`src/rtl/load_store_unit.sv`:
```
// rtl/load_store_unit.sv - MEM-stage load/store initiator for a byte-enabled word memory
module load_store_unit #(
  parameter int ADDR_WIDTH = 32,
  parameter int MEM_WORDS  = 64,
  parameter int DATA_WIDTH = 32,
  localparam int IDX_W     = $clog2(MEM_WORDS)
) (
  input  logic                  i_clk,
  input  logic                  i_reset,
  input  logic                  i_req_valid,
  output logic                  o_req_ready,
  input  logic                  i_req_we,
  input  logic [2:0]            i_req_funct3,
  input  logic [ADDR_WIDTH-1:0] i_req_addr,
  input  logic [DATA_WIDTH-1:0] i_req_wdata,
  output logic                  o_resp_valid,
  output logic [DATA_WIDTH-1:0] o_resp_rdata,
  output logic                  o_resp_err,
  output logic                  o_mem_en,
  output logic                  o_mem_we,
  output logic [3:0]            o_mem_be,
  output logic [IDX_W-1:0]      o_mem_addr,
  output logic [DATA_WIDTH-1:0] o_mem_wdata,
  input  logic [DATA_WIDTH-1:0] i_mem_rdata
);

  typedef enum logic [2:0] {
    S_IDLE  = 3'd0,
    S_BEAT0 = 3'd1,
    S_BEAT1 = 3'd2,
    S_DONE  = 3'd3,
    S_ERR   = 3'd4
  } state_t;

  state_t                  r_state;
  logic                    r_we;
  logic [2:0]              r_funct3;
  logic [1:0]              r_off;
  logic                    r_cross;
  logic [3:0]              r_be_hi;
  logic [DATA_WIDTH-1:0]   r_wd_hi;
  logic [DATA_WIDTH-1:0]   r_lo;

  logic                    r_req_ready;
  logic                    r_resp_valid;
  logic                    r_resp_err;
  logic                    r_mem_en;
  logic                    r_mem_we;
  logic [3:0]              r_mem_be;
  logic [IDX_W-1:0]        r_mem_addr;
  logic [DATA_WIDTH-1:0]   r_mem_wdata;

  logic [3:0]              w_mask;
  logic [7:0]              w_be8;
  logic [2*DATA_WIDTH-1:0] w_wd64;
  logic                    w_illegal;
  logic                    w_accept;
  logic [DATA_WIDTH-1:0]   w_lo;
  logic [DATA_WIDTH-1:0]   w_hi;
  logic [DATA_WIDTH-1:0]   w_shifted;
  logic [DATA_WIDTH-1:0]   w_ext;
  logic                    w_sign;
  logic                    w_unused_addr;

  // Only the byte offset and word index of the address matter; the rest is ignored.
  assign w_unused_addr = ^i_req_addr;

  // Request geometry: size mask shifted to the byte offset spans up to two words.
  always_comb begin
    w_mask = 4'b0001;
    case (i_req_funct3[1:0])
      2'b00:   w_mask = 4'b0001;
      2'b01:   w_mask = 4'b0011;
      default: w_mask = 4'b1111;
    endcase
    w_be8     = {4'b0000, w_mask} << i_req_addr[1:0];
    w_wd64    = {{DATA_WIDTH{1'b0}}, i_req_wdata} << {i_req_addr[1:0], 3'b000};
    w_illegal = (i_req_funct3 == 3'b011) || (i_req_funct3 == 3'b110) ||
                (i_req_funct3 == 3'b111) || (i_req_we && i_req_funct3[2]);
    w_accept  = i_req_valid && r_req_ready;
  end

  // Load result: the final beat's read data arrives in DONE, so it is aligned and extended here.
  always_comb begin
    w_lo      = r_cross ? r_lo : i_mem_rdata;
    w_hi      = r_cross ? i_mem_rdata : {DATA_WIDTH{1'b0}};
    w_shifted = DATA_WIDTH'({w_hi, w_lo} >> {r_off, 3'b000});
    w_sign    = ~r_funct3[2];
    w_ext     = w_shifted;
    case (r_funct3[1:0])
      2'b00:   w_ext = {{24{w_sign & w_shifted[7]}}, w_shifted[7:0]};
      2'b01:   w_ext = {{16{w_sign & w_shifted[15]}}, w_shifted[15:0]};
      default: w_ext = w_shifted;
    endcase
    o_resp_rdata = ((r_state == S_DONE) && !r_we) ? w_ext : {DATA_WIDTH{1'b0}};
  end

  // Control FSM; every handshake and memory-port output is a register updated here.
  always_ff @(posedge i_clk or posedge i_reset) begin
    if (i_reset) begin
      r_state      <= S_IDLE;
      r_we         <= 1'b0;
      r_funct3     <= 3'b000;
      r_off        <= 2'b00;
      r_cross      <= 1'b0;
      r_be_hi      <= 4'b0000;
      r_wd_hi      <= '0;
      r_lo         <= '0;
      r_req_ready  <= 1'b1;
      r_resp_valid <= 1'b0;
      r_resp_err   <= 1'b0;
      r_mem_en     <= 1'b0;
      r_mem_we     <= 1'b0;
      r_mem_be     <= 4'b0000;
      r_mem_addr   <= '0;
      r_mem_wdata  <= '0;
    end else begin
      case (r_state)
        S_IDLE: begin
          if (w_accept) begin
            r_we        <= i_req_we;
            r_funct3    <= i_req_funct3;
            r_off       <= i_req_addr[1:0];
            r_cross     <= |w_be8[7:4];
            r_be_hi     <= w_be8[7:4];
            r_wd_hi     <= i_req_we ? w_wd64[2*DATA_WIDTH-1:DATA_WIDTH] : '0;
            r_mem_addr  <= i_req_addr[2 +: IDX_W];
            r_req_ready <= 1'b0;
            if (w_illegal) begin
              r_state      <= S_ERR;
              r_resp_valid <= 1'b1;
              r_resp_err   <= 1'b1;
            end else begin
              r_state     <= S_BEAT0;
              r_mem_en    <= 1'b1;
              r_mem_we    <= i_req_we;
              r_mem_be    <= w_be8[3:0];
              r_mem_wdata <= i_req_we ? w_wd64[DATA_WIDTH-1:0] : '0;
            end
          end
        end
        S_BEAT0: begin
          if (r_cross) begin
            r_state     <= S_BEAT1;
            r_mem_addr  <= r_mem_addr + 1'b1;
            r_mem_be    <= r_be_hi;
            r_mem_wdata <= r_wd_hi;
          end else begin
            r_state      <= S_DONE;
            r_mem_en     <= 1'b0;
            r_mem_we     <= 1'b0;
            r_mem_be     <= 4'b0000;
            r_resp_valid <= 1'b1;
          end
        end
        S_BEAT1: begin
          r_lo         <= i_mem_rdata;
          r_state      <= S_DONE;
          r_mem_en     <= 1'b0;
          r_mem_we     <= 1'b0;
          r_mem_be     <= 4'b0000;
          r_resp_valid <= 1'b1;
        end
        S_DONE: begin
          r_state      <= S_IDLE;
          r_resp_valid <= 1'b0;
          r_req_ready  <= 1'b1;
        end
        S_ERR: begin
          r_state      <= S_IDLE;
          r_resp_valid <= 1'b0;
          r_resp_err   <= 1'b0;
          r_req_ready  <= 1'b1;
        end
        default: begin
          r_state      <= S_IDLE;
          r_resp_valid <= 1'b0;
          r_resp_err   <= 1'b0;
          r_mem_en     <= 1'b0;
          r_mem_we     <= 1'b0;
          r_mem_be     <= 4'b0000;
          r_req_ready  <= 1'b1;
        end
      endcase
    end
  end

  assign o_req_ready  = r_req_ready;
  assign o_resp_valid = r_resp_valid;
  assign o_resp_err   = r_resp_err;
  assign o_mem_en     = r_mem_en;
  assign o_mem_we     = r_mem_we;
  assign o_mem_be     = r_mem_be;
  assign o_mem_addr   = r_mem_addr;
  assign o_mem_wdata  = r_mem_wdata;

endmodule
```
`config.mk`:
```
export PLATFORM = sky130hd
export DESIGN_NAME = load_store_unit
export DESIGN_NICKNAME = d
export VERILOG_FILES = /design/src/rtl/load_store_unit.sv
export SDC_FILE = /design/constraint.sdc
export NUM_CORES = 1
export LEC_CHECK = 0
export ABC_AREA = 1
export BUFFER_PORTS_ARGS = -buffer_cell sky130_fd_sc_hd__buf_2
export CORE_MARGIN = 1.5
export CORE_UTILIZATION = 58
export CTS_CLUSTER_SIZE = 20
export DETAILED_ROUTE_END_ITERATION = 8
export GPL_ROUTABILITY_DRIVEN = 0
export PLACE_DENSITY = 0.95
export SLEW_MARGIN = 5
export SYNTH_ARGS = -nofsm -noshare
export SYNTH_HDL_FRONTEND = slang
export SYNTH_SLANG_ARGS = --single-unit
export TNS_END_PERCENT = 50
```
`constraint.sdc`:
```
create_clock -name i_clk -period 7.25 [get_ports i_clk]
set_clock_uncertainty 0.2 [all_clocks]
set_input_delay 1.45 -clock i_clk [delete_from_list [all_inputs] [get_ports i_clk]]
set_output_delay 1.45 -clock i_clk [all_outputs]
set_load 0.02 [all_outputs]
```
==> results_dict.tcl <==
set metrics [dict create \
    status "complete, but fails checks" \
    violations "design-rule violations" \
    ir_worst_vdd_mv 0.280 \
    nNetsFinal 1208 \
    path_cells "inv_1, buf_4, nand3_1, nand3_1, nand3_2, nand2_4, nor2_1, buf_2" \
    antenna_found_initial 0 \
    worstHoldPathType "reg2reg" \
    grt_pass1_vias 7009 \
    path_max_fanout 30 \
    slew_viol_final 0 \
    max_cap_violations 0 \
    p_leak_nw 4.36 \
    first_iter_violations 1175 \
    io_buffers 157 \
    startpoint_type "register" \
    yosys.area.top_type "dfrtp_1" \
    worst_pin_slew_ps 1010 \
    initial_core_util_pct 60.3 \
    synth_top_family_by_area "simple AND/OR/NAND/NOR gates" \
    vias 7584 \
    synth_area_leaders "dfrtp_1, nand2_1, o21ai_0, a21oi_1, nor2_1" \
    dr.pass1.iters 9 \
    drive_gt1_share_pct 20.5 \
    routed_wl_um 20900 \
    final_hold_viol_count 0 \
    vias_per_cell 6.02 \
    synth.area.mux_share_pct 1.17 \
    yosys.area_share.simple_pct 25.6 \
    ys.flop_type "dfrtp_1" \
    cp_slowest_stage_delay_ps 740 \
    cts.path.max_buffers 2 \
    synth-xor-area-share_pct 0.126 \
    syn_to_final_growth_pct 19.8 \
    final-setup-viol-count 0 \
    postSynthAreaPerCell_sq_um 7.09 \
    crit_slowest_cell "dfrtp_1" \
    grt_pass1_wl_um 33700 \
    postPlaceCellArea_sq_um 7650 \
    synth_top_area_share_pct 41.3 \
    synth_cells 984 \
    num_rows 39 \
    grt_setup_unrepaired "false" \
    clock_latency_ps 420 \
    post-dp-hpwl_um 13300 \
    synth_common_cells "nand2_1, o21ai_0, dfrtp_1, a21oi_1, nor2_1" \
    post_cts_buffers 0 \
    cts_tree "done" \
    crit_arrival_ps 2880 \
    dieArea_sq_um 12700 \
    synth_fa_ha_area_share_pct 0.179 \
    clock_sinks 116 \
    ys_seq_area_share_pct 41.6 \
    p_per_area_nw_per_um2 479 \
    end_kind "primary output" \
    cts_hold_buf 0 \
    synth_edf_count 0 \
    synth_fp_nets 1088 \
    synth-warning-count 0 \
    cts_resized 0 \
    fmax_mhz 221 \
    core_sq_um 11600 \
    grt_usage_pct 33.4 \
    cts-htree-levels 4 \
    cts-buffers-inserted 17 \
    setup_slack_ps 2720 \
    synthArstFlopShare_pct 100 \
    synth_seq_cells 116 \
    drc 1 \
    timing.critical_path.mode_cell "nand3_1" \
    slew_headroom_pct 32.9 \
    path_class "reg2out" \
    critical_path_required_ps 5600 \
    period_share_pct 62.4 \
    fin_area_sq_um 8360 \
    drt.antenna.violating_nets 0 \
    post-synth-top-count-cell "nand2_1" \
    syn-cell-area_sq_um 6970 \
    clk_pin_slew_ps 60 \
    grt_overflow 0 \
    grt_max_degree 64 \
    ys_types 36 \
    pre_cts_ws_ps 2960 \
    fin_crit_ps 4530 \
    n_antenna_cell 0 \
    cts-root-buf "clkbuf_16" \
    die_h_um 113 \
    fin_tns_setup_ps 0 \
    wl_per_cell_um 16.6 \
    ios 182 \
    synth_compound_area_share_pct 22.7 \
    die_x_um 113 \
]
-- cell type report --
cell class | count | area, sq um
multi-input cells | 732 | 3470
fillers | 869 | 3210
repair buffers | 161 | 816
clock inverters | 12 | 248
well taps | 143 | 179
flip-flops and latches | 116 | 2900
clock buffers | 19 | 453
inverters | 76 | 290
-- path summary, 6_finish.rpt --
kind	startpoint	endpoint	slack, ps	cells after the start
worst min-delay path	r_lo[7]	r_lo[7]	270	2
min in group asynchronous	i_reset	o_resp_err	950	2
worst min register to register	r_lo[7]	r_lo[7]	270	2
max in group asynchronous	i_reset	r_wd_hi[23]	4640	3
worst max register to register	r_state[1]	o_mem_wdata[26]	4100	9
worst max-delay path	r_off[1]	o_resp_rdata[23]	2720	8
-- sequential cells by signal, indices dropped and copies added (netlist names) --
register	count
o_mem_addr	6
o_mem_be	4
o_mem_en	1
o_mem_wdata	32
o_mem_we	1
o_req_ready	1
o_resp_err	1
o_resp_valid	1
r_be_hi	3
r_cross	1
r_funct3	3
r_lo	32
r_off	2
r_state	3
r_wd_hi	24
r_we	1
-- through the flow --
stage / hold slack [ps] / utilization (%) / total power [W] / cells
after floorplan: 242 / - / 0.00248 / 984
after global placement: 256 / 66.2 / 0.00285 / 1228
after detailed placement: 264 / 66.2 / 0.00291 / 1228
after CTS: 275 / 72.2 / 0.00396 / 1259
after global routing: 289 / 72.2 / 0.00426 / 1259
final: 272 / 72.2 / 0.00400 / 1259
-- logic make-up after synthesis --
logic type,count (synthesis)
AO/OA/AOI/OAI,290
XOR/XNOR,1
adder cells (fa/ha/maj),1
buffers and inverters,136
flip-flops,116
multiplexers,8
AND/OR/NAND/NOR,432
-- metal layers --
layer	global-route usage, %	share of wire (%)	vias up
met3	8.48	11	107
met1	44.5	39	3439
met5	0	0	-
li1	-	-	3495
met4	15.9	4.3	0
met2	51.5	46	543
-- worst max-delay path, delay by kind of cell (launching register included) --
kind	cells	cell delay, ps
buffers and inverters	3	980
flip-flops	1	740
AND/OR/NAND/NOR	5	730
-- placed cells by master (no fill, tap or decap), drive strengths merged, types with 4 or more instances in the layout --
master,netlist,final
a22oi,19,19
o21ai,169,169
o22ai,6,6
buf,34,161
nor2,75,75
mux2i,7,7
bufinv,0,7
a21oi,71,71
nand3,45,45
dfrtp,115,115
nand2,306,306
nor3,4,4
inv,74,76
a31oi,9,9
o211ai,13,13
clkbuf,26,19
-- power breakdown --
group          switching [W]  internal [W]
Combinational        0.00129      0.000551
Clock               0.000316      0.000697
Sequential          0.000203      0.000946
Total                0.00181       0.00219
(Power assumes the default switching activity.)
